### src/rtl/muldiv_unit.sv
// muldiv_unit: iterative multiply/divide unit that sits beside the ALU in the EX stage.
// It executes MULT/MULTU/DIV/DIVU and MTHI/MTLO and holds the architectural HI/LO registers.
//
// Multiply is shift-add and divide is restoring radix-2. Each step handles one bit.
// Operands are converted to magnitudes at start. The signs are fixed up in a final FIX cycle.
// busy_o is high for DATA_W+1 cycles per op. done_o pulses for one cycle after HI/LO
// are written.
//
// Optional build macro FAST_MUL_EN: MULT/MULTU use a single-cycle combinational multiplier.
// The product is registered at start, and HI/LO are written on the next edge (busy for one
// cycle). Division is the same in both builds.
//
// Ports:
//   clk_i    rising-edge clock
//   rst_ni   asynchronous active-low reset
//   start_i  request, sampled only while idle
//   op_i     000 MULT, 001 MULTU, 010 DIV, 011 DIVU, 100 MTHI, 101 MTLO, 11x reserved
//   a_i      rs operand (dividend / multiplicand / MTHI-MTLO data)
//   b_i      rt operand (divisor / multiplier)
//   flush_i  abort the in-flight op; in idle it drops a simultaneous start
//   busy_o   op in progress
//   done_o   one-cycle pulse: HI/LO just updated by a multiply or divide
//   hi_o     HI register
//   lo_o     LO register
module muldiv_unit #(
  parameter int unsigned DATA_W = 32
) (
  input  logic              clk_i,
  input  logic              rst_ni,
  input  logic              start_i,
  input  logic [2:0]        op_i,
  input  logic [DATA_W-1:0] a_i,
  input  logic [DATA_W-1:0] b_i,
  input  logic              flush_i,
  output logic              busy_o,
  output logic              done_o,
  output logic [DATA_W-1:0] hi_o,
  output logic [DATA_W-1:0] lo_o
);

  localparam int unsigned CntW = $clog2(DATA_W) + 1;
  localparam int unsigned AccW = 2 * DATA_W;

  localparam logic [2:0] OpMult  = 3'b000;
  localparam logic [2:0] OpMultu = 3'b001;
  localparam logic [2:0] OpDiv   = 3'b010;
  localparam logic [2:0] OpDivu  = 3'b011;
  localparam logic [2:0] OpMthi  = 3'b100;
  localparam logic [2:0] OpMtlo  = 3'b101;

  typedef enum logic [1:0] {StIdle, StCalc, StFix} state_e;

  state_e            state_q, state_d;
  logic [CntW-1:0]   cnt_q, cnt_d;
  // Multiply: {partial product high, multiplier shifting out}. Divide: {remainder, quotient}.
  logic [AccW-1:0]   acc_q, acc_d;
  logic [DATA_W-1:0] opnd_q, opnd_d;   // multiplicand or divisor magnitude
  logic              is_div_q, is_div_d;
  logic              neg_res_q, neg_res_d;   // negate product / quotient
  logic              neg_rem_q, neg_rem_d;   // remainder follows dividend sign
  logic              div_zero_q, div_zero_d;
  logic [DATA_W-1:0] hi_q, hi_d, lo_q, lo_d;
  logic              done_q, done_d;

  logic              signed_op;
  logic [DATA_W-1:0] abs_a, abs_b;
  logic [DATA_W-1:0] mul_add;
  logic [DATA_W:0]   mul_sum;
  logic [DATA_W:0]   div_diff;
  logic [AccW-1:0]   prod_fix;
  logic [DATA_W-1:0] quo_raw, rem_raw, quo_fix, rem_fix;

`ifdef FAST_MUL_EN
  logic [AccW-1:0]   fast_prod;
  assign fast_prod = {{DATA_W{1'b0}}, abs_a} * {{DATA_W{1'b0}}, abs_b};
`endif

  always_comb begin
    signed_op = (op_i == OpMult) || (op_i == OpDiv);
    abs_a     = (signed_op && a_i[DATA_W-1]) ? -a_i : a_i;
    abs_b     = (signed_op && b_i[DATA_W-1]) ? -b_i : b_i;

    mul_add   = acc_q[0] ? opnd_q : '0;
    mul_sum   = {1'b0, acc_q[AccW-1:DATA_W]} + {1'b0, mul_add};
    // Trial subtract on the remainder after shifting in the next dividend bit.
    div_diff  = acc_q[AccW-1:DATA_W-1] - {1'b0, opnd_q};

    prod_fix  = neg_res_q ? -acc_q : acc_q;
    quo_raw   = acc_q[DATA_W-1:0];
    rem_raw   = acc_q[AccW-1:DATA_W];
    quo_fix   = neg_res_q ? -quo_raw : quo_raw;
    rem_fix   = neg_rem_q ? -rem_raw : rem_raw;
  end

  always_comb begin
    state_d    = state_q;
    cnt_d      = cnt_q;
    acc_d      = acc_q;
    opnd_d     = opnd_q;
    is_div_d   = is_div_q;
    neg_res_d  = neg_res_q;
    neg_rem_d  = neg_rem_q;
    div_zero_d = div_zero_q;
    hi_d       = hi_q;
    lo_d       = lo_q;
    done_d     = 1'b0;

    case (state_q)
      StIdle: begin
        if (!flush_i && start_i) begin
          case (op_i)
            OpMult, OpMultu: begin
              is_div_d   = 1'b0;
              neg_res_d  = signed_op & (a_i[DATA_W-1] ^ b_i[DATA_W-1]);
              neg_rem_d  = 1'b0;
              div_zero_d = 1'b0;
              opnd_d     = abs_a;
`ifdef FAST_MUL_EN
              acc_d      = fast_prod;
              state_d    = StFix;
`else
              acc_d      = {{DATA_W{1'b0}}, abs_b};
              cnt_d      = CntW'(DATA_W);
              state_d    = StCalc;
`endif
            end
            OpDiv, OpDivu: begin
              is_div_d   = 1'b1;
              neg_res_d  = signed_op & (a_i[DATA_W-1] ^ b_i[DATA_W-1]);
              neg_rem_d  = signed_op & a_i[DATA_W-1];
              div_zero_d = (b_i == '0);
              opnd_d     = abs_b;
              acc_d      = {{DATA_W{1'b0}}, abs_a};
              cnt_d      = CntW'(DATA_W);
              state_d    = StCalc;
            end
            OpMthi:  hi_d = a_i;
            OpMtlo:  lo_d = a_i;
            default: ;
          endcase
        end
      end

      StCalc: begin
        if (flush_i) begin
          state_d = StIdle;
        end else begin
          if (is_div_q) begin
            acc_d = {acc_q[AccW-2:0], 1'b0};
            if (!div_diff[DATA_W]) begin
              acc_d[AccW-1:DATA_W] = div_diff[DATA_W-1:0];
              acc_d[0]             = 1'b1;
            end
          end else begin
            acc_d = {mul_sum, acc_q[DATA_W-1:1]};
          end
          cnt_d = cnt_q - CntW'(1);
          if (cnt_q == CntW'(1)) begin
            state_d = StFix;
          end
        end
      end

      StFix: begin
        state_d = StIdle;
        if (!flush_i) begin
          done_d = 1'b1;
          if (is_div_q) begin
            hi_d = rem_fix;
            // A zero divisor leaves the dividend in the remainder; only LO needs overriding.
            lo_d = div_zero_q ? '1 : quo_fix;
          end else begin
            hi_d = prod_fix[AccW-1:DATA_W];
            lo_d = prod_fix[DATA_W-1:0];
          end
        end
      end

      default: state_d = StIdle;
    endcase
  end

  always_ff @(posedge clk_i or negedge rst_ni) begin
    if (!rst_ni) begin
      state_q    <= StIdle;
      cnt_q      <= '0;
      acc_q      <= '0;
      opnd_q     <= '0;
      is_div_q   <= 1'b0;
      neg_res_q  <= 1'b0;
      neg_rem_q  <= 1'b0;
      div_zero_q <= 1'b0;
      hi_q       <= '0;
      lo_q       <= '0;
      done_q     <= 1'b0;
    end else begin
      state_q    <= state_d;
      cnt_q      <= cnt_d;
      acc_q      <= acc_d;
      opnd_q     <= opnd_d;
      is_div_q   <= is_div_d;
      neg_res_q  <= neg_res_d;
      neg_rem_q  <= neg_rem_d;
      div_zero_q <= div_zero_d;
      hi_q       <= hi_d;
      lo_q       <= lo_d;
      done_q     <= done_d;
    end
  end

  assign busy_o = (state_q != StIdle);
  assign done_o = done_q;
  assign hi_o   = hi_q;
  assign lo_o   = lo_q;

endmodule

### config.mk
export PLATFORM = sky130hd
export DESIGN_NAME = muldiv_unit
export DESIGN_NICKNAME = d
export VERILOG_FILES = /design/src/rtl/muldiv_unit.sv
export SDC_FILE = /design/constraint.sdc
export NUM_CORES = 1
export LEC_CHECK = 0
export CAP_MARGIN = 0
export CORE_MARGIN = 1
export CORE_UTILIZATION = 47
export DETAILED_ROUTE_END_ITERATION = 16
export DONT_BUFFER_PORTS = 1
export HOLD_SLACK_MARGIN = 0.15
export PLACE_DENSITY = 0.65
export RECOVER_POWER = 100
export SLEW_MARGIN = 30
export SYNTH_ARGS = -nofsm -noshare
export SYNTH_HDL_FRONTEND = slang
export SYNTH_SLANG_ARGS = --single-unit
### constraint.sdc
create_clock -name clk_i -period 7.9 [get_ports clk_i]
set_clock_uncertainty 0.15 [all_clocks]
set_input_delay 1.58 -clock clk_i [delete_from_list [all_inputs] [get_ports clk_i]]
set_output_delay 1.58 -clock clk_i [all_outputs]
set_load 0.01 [all_outputs]
==> impl_metrics.toml, run 1 <==
[floorplanning]
core_um2 = 31800
pin_count = 137
dieArea_um2 = 33200
die_h_um = 182
start_util = 0.480
die_w_um = 182
rows = 65

[clock_tree]
cts_buffers = 17
post_cts_buffers = 0
clock_latency_ns = 0.45
ctsResizeCount = 0
root_buffer = "clkbuf_16"
cts_buffer_depth = 2
cts.sink_count = 173
cts.clk_slew.worst_paths_ns = 0.07
tritoncts = "done"
h-tree-depth = 4
ctsHoldBuffers = 0

[timing]
tightest_slew_ns = 2.62
fin_crit_ns = 5.37
setup-violations-final = 0
whs_ns = 0.348
min_period_over_period = 0.679
relSlewSlack = -0.744
fmax_mhz = 186
finalSetupTns_ns = 0
hold_viol = 0
slew_viol_final = 171
rsz0062_at_grt = "false"

[finish]
fin_nets = 2057
final_cell_mix = "254 x nand2_1, 187 x nor2_1, 185 x o21ai_0, 172 x dfrtp_1, 148 x a21oi_1"
seq_area_um2 = 4330
area_delta_synth_final_pct = 4.73
multi_input_area_um2 = 10200
layout_commonest_cell = "nand2_1"
fillers = 3176
drive_above_1_share = 0.0379

[yosys]
synth-seq-area-share = 0.284
yosysWarnings = 0
ys_ff_latch = 173
syn_area_um2 = 15300
netlist_instances = 1993
synth-edff-count = 0
avgSynthCellArea_um2 = 7.66
synth_top_area_frac = 0.284
synth_area_leaders = "dfrtp_1 28%, nand2_1 6.2%, xnor2_1 6.2%"
yosys.area.top_type = "dfrtp_1"
async_flop_share = 1.00
yosysUniqueCellTypes = 84
syn_nets = 2136
ys.flop_type = "dfrtp_1"

[critical_path]
critPathArrivalTime_ns = 5.51
cp_max_fo = 13
worstSetupStartpointType = "register"
worst-setup-path-type = "reg2reg"
critPathCaptureType = "register"
worstPathRequired_ns = 8.04

[status]
status = "finished with violations"
violations = "capacitance limit, slew limit"

[detailed_routing]
wirelength_um = 58000
drtAntennaViolNets = 0
wl_per_cell_um = 24.5
drt_drc_violations_left = 0
dr_total_vias = 15369
drt-vias-per-instance = 6.50
drtPass1Iterations = 5
first_iter_violations = 2039

[placement]
hpwlAfterDp_um = 43500
gp_congestion = 0.996
port_buffers = 0

[power]
power_density_nw_per_um2 = 359
vdd_drop_max_uv = 169
p_leak_nw = 6.61

[job]
cap_violations = 3

[grt]
grt_overflow = 0
grt_pass1_wl_um = 87600
grt_use_total = 0.347
grt_antenna_before_repair = 1
first_global_vias = 14368
grt_max_degree = 174

[hold_path]
hold_class = "reg2reg"
==> path summary, 6_finish.rpt <==
check | slack, ns | start | cells after the start | to
max in group asynchronous | 6.56 | rst_ni | 0 | acc_q[12]
setup / recovery | 2.53 | acc_q[31] | 14 | acc_q[35]
min in group asynchronous | 0.67 | rst_ni | 0 | hi_o[9]
hold / removal | 0.35 | opnd_q[30] | 2 | opnd_q[30]
hold reg to reg | 0.35 | opnd_q[30] | 2 | opnd_q[30]
setup reg to reg | 2.53 | acc_q[31] | 14 | acc_q[35]
==> cells by family after synthesis <==
family,after synthesis,share of synthesized area
and+or+nand+nor,690,0.215
AOI/OAI and AO/OA,654,0.268
buffers and inverters,190,0.0474
DFF,173,0.284
xor gates and xnor gates,168,0.0964
adders and majority gates,72,0.0600
muxes,46,0.0302
==> metal layers <==
metal / up-vias / track usage / wire [µm]
met1: 7289 / 0.471 / 23800
met3: 123 / 0.0854 / 6720
li1: 7085 / - / -
met4: 0 / 0.145 / 2380
met2: 872 / 0.526 / 25000
met5: - / 0 / 0
==> cells in the mapped netlist (5+ instances only) <==
cell type / n
nand2_1: 254
nor2_1: 186
dfrtp_1: 173
o21ai_0: 162
a21oi_1: 148
clkbuf_1: 110
xnor2_1: 108
ha_1: 70
inv_1: 66
xor2_1: 60
o22ai_1: 54
mux2i_1: 46
nand3_1: 46
nor3_1: 44
a31oi_1: 38
o21ai_1: 33
o31ai_1: 32
a21o_1: 24
o211ai_1: 23
or3_1: 23
and3_1: 17
a22oi_1: 16
o221ai_1: 16
nand2b_1: 15
a211oi_1: 14
nor4_1: 14
o21a_1: 13
or4_1: 13
and2_1: 12
nand4_1: 12
nor2b_1: 12
buf_1: 10
o21bai_1: 10
and4_1: 8
o41ai_1: 8
or2_2: 7
a211o_1: 6
o31a_1: 6
nor4_2: 5
==> flip-flops by register name (all words and copies together) (netlist names) <==
name        flops
div_zero_q      1
is_div_q        1
acc_q          64
cnt_q           6
lo_o           32
state_q         2
neg_res_q       1
done_o          1
opnd_q         32
hi_o           32
neg_rem_q       1
==> power by group <==
part | total [W] | switching [W] | internal [W]
Sequential | 0.00174 | 0.000585 | 0.00116
Clock | 0.000804 | 0.000400 | 0.000404
Combinational | 0.00319 | 0.00194 | 0.00125
==> metrics by stage <==
step	utilization	power, W	area, µm²	worst slack, ns	cells
after detailed placement	0.490	0.00486	15600	3.52	2330
final	0.503	0.00574	16000	2.53	2363
after floorplan	-	0.00392	15300	3.94	1993
after global placement	0.490	0.00483	15600	3.42	2330
after global routing	0.503	0.00609	16000	2.32	2362
after CTS	0.506	0.00567	16100	3.76	2362
==> critical path: stages, from the launching register on <==
cell and delay (ns):
dfrtp_1 0.43, inv_1 0.15, ha_1 0.21, fa_1 0.19, nor2b_1 0.07, o31ai_1 0.45, a21oi_1 0.31, o31a_1 0.36
nor2_1 0.22, o311ai_0 0.20, clkbuf_1 0.36, nor2_1 0.64, clkbuf_1 1.02, mux2i_1 0.30, o221ai_1 0.14
==> cell type report <==
type / count / area share
Timing Repair Buffer: 25 / 0.0101
Sequential cell: 173 / 0.271
Tap cell: 435 / 0.0340
Inverter: 67 / 0.0157
Multi-Input combinational cell: 1630 / 0.636
Clock inverter: 13 / 0.00595
Antenna cell: 1 / 0.000156
Clock buffer: 19 / 0.0271
No activity file was read; power rests on OpenSTA's default activity.
==> run 2: changes to the inputs <==
--- a/config.mk
+++ b/config.mk
@@ -11,7 +11,7 @@
 export DETAILED_ROUTE_END_ITERATION = 16
 export DONT_BUFFER_PORTS = 1
 export HOLD_SLACK_MARGIN = 0.15
-export PLACE_DENSITY = 0.65
+export PLACE_DENSITY = 0.67
 export RECOVER_POWER = 100
 export SLEW_MARGIN = 30
 export SYNTH_ARGS = -nofsm -noshare
==> constraint.sdc (replaced) <==
create_clock -name clk_i -period 4.35 [get_ports clk_i]
set_clock_uncertainty 0.15 [all_clocks]
set_input_delay 0.87 -clock clk_i [delete_from_list [all_inputs] [get_ports clk_i]]
set_output_delay 0.87 -clock clk_i [all_outputs]
set_load 0.01 [all_outputs]
==> run 2 against run 1 <==
  * The run ends with hold timing, capacitance limit, slew limit left
  * Clock power is 89% higher
  * Sequential share of layout area is 0.37 points lower
  * Routed wire length is 0.26% lower
  * Sequential cell count stayed put
  * Via count is 1.2% higher
  * Design area is 1.4% higher
  * Worst hold slack worse by 0.38 ns
  * Maximum frequency is 30% higher
  * First-iteration DRC count is 6.7% lower
  * Final cell count is 0.93% higher
  * Critical endpoint is now acc_q[51]
  * Largest cell class unchanged
  * Largest power group unchanged
==> impl_metrics.toml, run 2 (same netlist as run 1, synthesis figures left out) <==
[status]
status = "finished with violations"
violations = "hold timing, capacitance limit, slew limit"

[power]
power_frac_clock = 0.143
vdd_drop_max_uv = 384
internal_power_w = 0.00526
pwr-share-seq = 0.277
netSwitchingFraction = 0.505
power_w = 0.0106
p_leak_nw = 6.74
power_switching_w = 0.00536
power_density_nw_per_um2 = 655
p_comb_frac = 0.580

[finish]
area_delta_synth_final_pct = 6.17
final-instance-count-excl-fill = 2385
utilization = 0.510
layout_commonest_cell = "nand2_1"
fin_nets = 2080
num_antenna_cells = 0
largest_reg_flops = 64
regMostFlops = "acc_q"
drive_above_1_share = 0.0528
final_cell_mix = "254 x nand2_1, 186 x nor2_1, 183 x o21ai_0, 172 x dfrtp_1, 148 x a21oi_1"
seq_area_um2 = 4330
fillers = 3156
multi_input_area_um2 = 10200

[floorplanning]
rows = 65
die_h_um = 182
pin_count = 137
dieArea_um2 = 33200
die_w_um = 182
start_util = 0.480
core_um2 = 31800

[grt]
grt_use_total = 0.347
first_global_vias = 14589
grt_antenna_before_repair = 0
grt_overflow = 0
grt_pass1_wl_um = 88100
grt_max_degree = 174

[clock_tree]
cts_buffers = 17
cts.clk_slew.worst_paths_ns = 0.08
cts_buffer_depth = 2
clock_latency_ns = 0.44
tritoncts = "done"
h-tree-depth = 4
cts.sink_count = 173
root_buffer = "clkbuf_16"

[timing]
relSlewSlack = -0.0922
setup-violations-final = 0
min_period_over_period = 0.951
tightest_slew_ns = 1.64
whs_ns = -0.0336
hold_viol = 34
slew_viol_final = 33
rsz0062_at_grt = "false"
finalSetupTns_ns = 0
fin_crit_ns = 4.13
fmax_mhz = 242

[critical_path]
critPathArrivalTime_ns = 4.32
cp_max_fo = 10
critPathCaptureType = "register"
worstPathRequired_ns = 4.53
worstSetupStartpointType = "register"
rrSetupSlack_ns = 0.22
worst-setup-path-type = "reg2reg"

[detailed_routing]
wirelength_um = 57800
dr_total_vias = 15560
drtPass1Iterations = 6
first_iter_violations = 1902
wl_per_cell_um = 24.2
drt-vias-per-instance = 6.52
drt_drc_violations_left = 0
drtAntennaViolNets = 0

[placement]
port_buffers = 0
placed_cells = 2353
hpwlAfterDp_um = 44300
gp_congestion = 0.969

[hold_path]
hold_class = "in2async"

[job]
cap_violations = 1
run 2: cell types whose count changed in the layout (fill, tap and decap cells not counted), sizes merged:
cell      delta
clkinvlp     +2
buf         +21
diode        -1
clkbuf       +3
clkinv       -4
inv          +1
run 2: area by class of cell:
cell class / instances / area share
Clock buffer: 20 / 0.0282
Inverter: 67 / 0.0157
Sequential cell: 173 / 0.267
Clock inverter: 12 / 0.00664
Tap cell: 435 / 0.0336
Multi-Input combinational cell: 1630 / 0.628
Timing Repair Buffer: 48 / 0.0205
run 2: metal layers:
| layer | vias to the layer above | wire length, µm | global-route usage |
|---|---|---|---|
| met3 | 160 | 6230 | 0.0902 |
| met4 | 0 | 3360 | 0.190 |
| met2 | 875 | 23800 | 0.498 |
| met1 | 7420 | 24500 | 0.473 |
| met5 | - | 0 | 0 |
| li1 | 7105 | - | - |
run 2: what timing repair did:
item,4_1_cts,5_1_grt
setup buffers,0,0
gates resized for setup,0,2
setup endpoints to repair,0,1
hold endpoints to repair,173,173
run 2: critical path, stage by stage, from the launching register on:
cell and delay (ns):
dfrtp_1 0.43, inv_1 0.14, ha_1 0.20, fa_1 0.19, nor2b_1 0.07, o31ai_1 0.48, a21oi_1 0.32, o31a_1 0.38
nor2_1 0.24, o311ai_1 0.18, clkbuf_2 0.28, o21ai_0 0.51, o32ai_1 0.18, a221o_1 0.28
run 2: final timing paths:
kind	startpoint	to	cells after the start
worst min-delay path	rst_ni	hi_o[11]	0
max in group asynchronous	rst_ni	acc_q[5]	0
worst max register to register	acc_q[31]	acc_q[51]	13
worst min register to register	opnd_q[21]	opnd_q[21]	2
worst max-delay path	acc_q[31]	acc_q[51]	13
min in group clk_i	opnd_q[21]	opnd_q[21]	2
run 2: power groups by stage:
stage,Sequential (W),Clock [W],Combinational [W]
6_report,0.00294,0.00152,0.00615
5_1_grt,0.00300,0.00159,0.00668
4_1_cts,0.00290,0.00152,0.00604
3_5_place_dp,0.00294,0,0.00601
3_3_place_gp,0.00292,0,0.00599
2_1_floorplan,0.00265,0,0.00447
run 2: per-stage QoR:
step           hold slack [ns]  setup WS (ns)  area [µm²]
6_report               -0.0336          0.215       16200
5_1_grt                -0.0434         0.0161       16200
4_1_cts                -0.0381          0.438       16300
3_5_place_dp             0.326          0.466       15700
3_3_place_gp             0.323          0.426       15700
2_1_floorplan            0.300          0.818       15300
==> run 3: changes to the inputs <==
--- a/config.mk
+++ b/config.mk
@@ -7,11 +7,11 @@
 export LEC_CHECK = 0
 export CAP_MARGIN = 0
 export CORE_MARGIN = 1
-export CORE_UTILIZATION = 47
+export CORE_UTILIZATION = 60
 export DETAILED_ROUTE_END_ITERATION = 16
 export DONT_BUFFER_PORTS = 1
 export HOLD_SLACK_MARGIN = 0.15
-export PLACE_DENSITY = 0.67
+export PLACE_DENSITY = 0.82
 export RECOVER_POWER = 100
 export SLEW_MARGIN = 30
 export SYNTH_ARGS = -nofsm -noshare
==> run 3 against run 2 <==
  * The run still ends with hold timing, capacitance limit, slew limit left
  * Non-clock buffer count decreased by 10
  * Sequential share of layout area increased by 0.25 points
  * Sequential power increased by 3%
==> impl_metrics.toml, run 3 (same netlist as run 1, synthesis figures left out) <==
[grt]
grt_antenna_before_repair = 0
grt_overflow = 0
grt_use_total = 0.428
grt_pass1_wl_um = 84800
grt_max_degree = 174
first_global_vias = 14676

[timing]
relSlewSlack = -0.623
setup-violations-final = 0
whs_ns = -0.0540
slew_viol_final = 69
fin_crit_ns = 4.22
tightest_slew_ns = 2.42
rsz0062_at_grt = "false"
min_period_over_period = 0.971
fmax_mhz = 237
hold_viol = 166
finalSetupTns_ns = 0

[finish]
area_delta_synth_final_pct = 5.19
drive_above_1_share = 0.0459
layout_commonest_cell = "nand2_1"
fin_nets = 2070
final_cell_mix = "254 x nand2_1, 188 x nor2_1, 182 x o21ai_0, 172 x dfrtp_1, 148 x a21oi_1"
regMostFlops = "acc_q"
largest_reg_flops = 64
final-instance-count-excl-fill = 2271

[critical_path]
critPathMaxStageDelay_ns = 0.68
path_delay_family = "simple AND/OR/NAND/NOR gates"
r2r-start = "acc_q[0]"
slowest_stage = "nor3_1"
cp_max_fo = 12
worst-path-buf-inv = 2
timing.rr.end = "hi_o[24]"
worstPathRequired_ns = 4.56
critPathArrivalTime_ns = 4.44
worstSetupStartpointType = "register"
critPathCaptureType = "register"
worst-setup-path-type = "reg2reg"
critPathMostFrequentCell = "nor2_1"
r2r_cells = 12
rrSetupSlack_ns = 0.13
path_cells = "inv_1 -> clkbuf_4 -> ha_1 -> nand2b_1 -> nor4_1 -> nand3_1 -> nor3_1 -> nor2_1 -> o41ai_2 -> xnor2_1 -> nor2_1 -> o31ai_1"
cp-startpoint = "acc_q[0]"

[floorplanning]
dieArea_um2 = 26100
core_um2 = 25000
start_util = 0.610
die_h_um = 162
die_w_um = 162
pin_count = 137
rows = 58

[clock_tree]
tritoncts = "done"
cts_buffer_depth = 2
cts.sink_count = 173
root_buffer = "clkbuf_16"
cts_buffers = 17
cts.clk_slew.worst_paths_ns = 0.08
post_cts_buffers = 0
clock_latency_ns = 0.46
h-tree-depth = 4

[status]
status = "finished with violations"
violations = "hold timing, capacitance limit, slew limit"

[detailed_routing]
drtAntennaViolNets = 0
first_iter_violations = 2169
drt_drc_violations_left = 0
dr_total_vias = 15859
drt-vias-per-instance = 6.98
drtPass1Iterations = 6
wirelength_um = 56000
wl_per_cell_um = 24.6

[placement]
gp_congestion = 1.07
port_buffers = 0
hpwlAfterDp_um = 42100
placed_cells = 2238

[power]
power_density_nw_per_um2 = 669
vdd_drop_max_uv = 544
p_leak_nw = 6.74

[hold_path]
hold_class = "in2async"

[job]
cap_violations = 2
==> run 3: area by class of cell <==
cell class,count,area [µm²]
antenna,1,2.50
multi-input combinational,1630,10200
sequential,173,4330
tap,330,413
timing repair buffer,38,260
inverter,67,251
clock inverter,14,191
clock buffer,18,439
fill,2252,8980
==> run 3: what timing repair did <==
| action | CTS | global route |
|---|---|---|
| resized for setup | 0 | 0 |
| endpoints found under the setup margin | 0 | 0 |
| hold endpoints to repair | 173 | 173 |
==> run 3: how the worst max path moves through the flow <==
stage	depth (start not counted)	slack, ns	endpoint
after global placement	12	0.41	acc_q[62]
after floorplan	14	0.82	acc_q[62]
after detailed placement	13	0.40	acc_q[61]
after global routing	12	0.05	hi_o[16]
after CTS	13	0.38	acc_q[61]
final	12	0.13	hi_o[24]
==> run 3: through the flow <==
stage | total power, W | utilization | area [µm²] | setup WS (ns)
floorplan | 0.00711 | - | 15300 | 0.818
global placement | 0.00876 | 0.620 | 15500 | 0.407
detailed placement | 0.00886 | 0.621 | 15500 | 0.399
CTS | 0.0106 | 0.646 | 16200 | 0.383
global route | 0.0114 | 0.641 | 16100 | 0.0486
finish | 0.0107 | 0.641 | 16100 | 0.127
==> run 3: power by group <==
group          switching (W)  total [W]  internal, W  leakage [nW]
Clock               0.000820    0.00172     0.000899         0.307
Sequential          0.000919    0.00303      0.00211          2.16
Combinational        0.00368    0.00600      0.00232          4.27
==> run 3: worst reg2reg max path, delay by kind of cell (launching register included) <==
family,cells,cell delay (ns)
AO/OA/AOI/OAI,2,0.50
AND/OR/NAND/NOR,6,1.95
flip-flops,1,0.51
buffers and inverters,2,0.60
XOR/XNOR,1,0.15
adder cells (fa/ha/maj),1,0.26
==> run 3: layer usage <==
layer  vias to the layer above  share of wire  global-route usage
met3                       226           0.14               0.141
met5                         -              0                   0
met4                         0          0.069               0.261
met1                      7473           0.38               0.552
li1                       7111              -                   -
met2                      1049           0.42               0.619
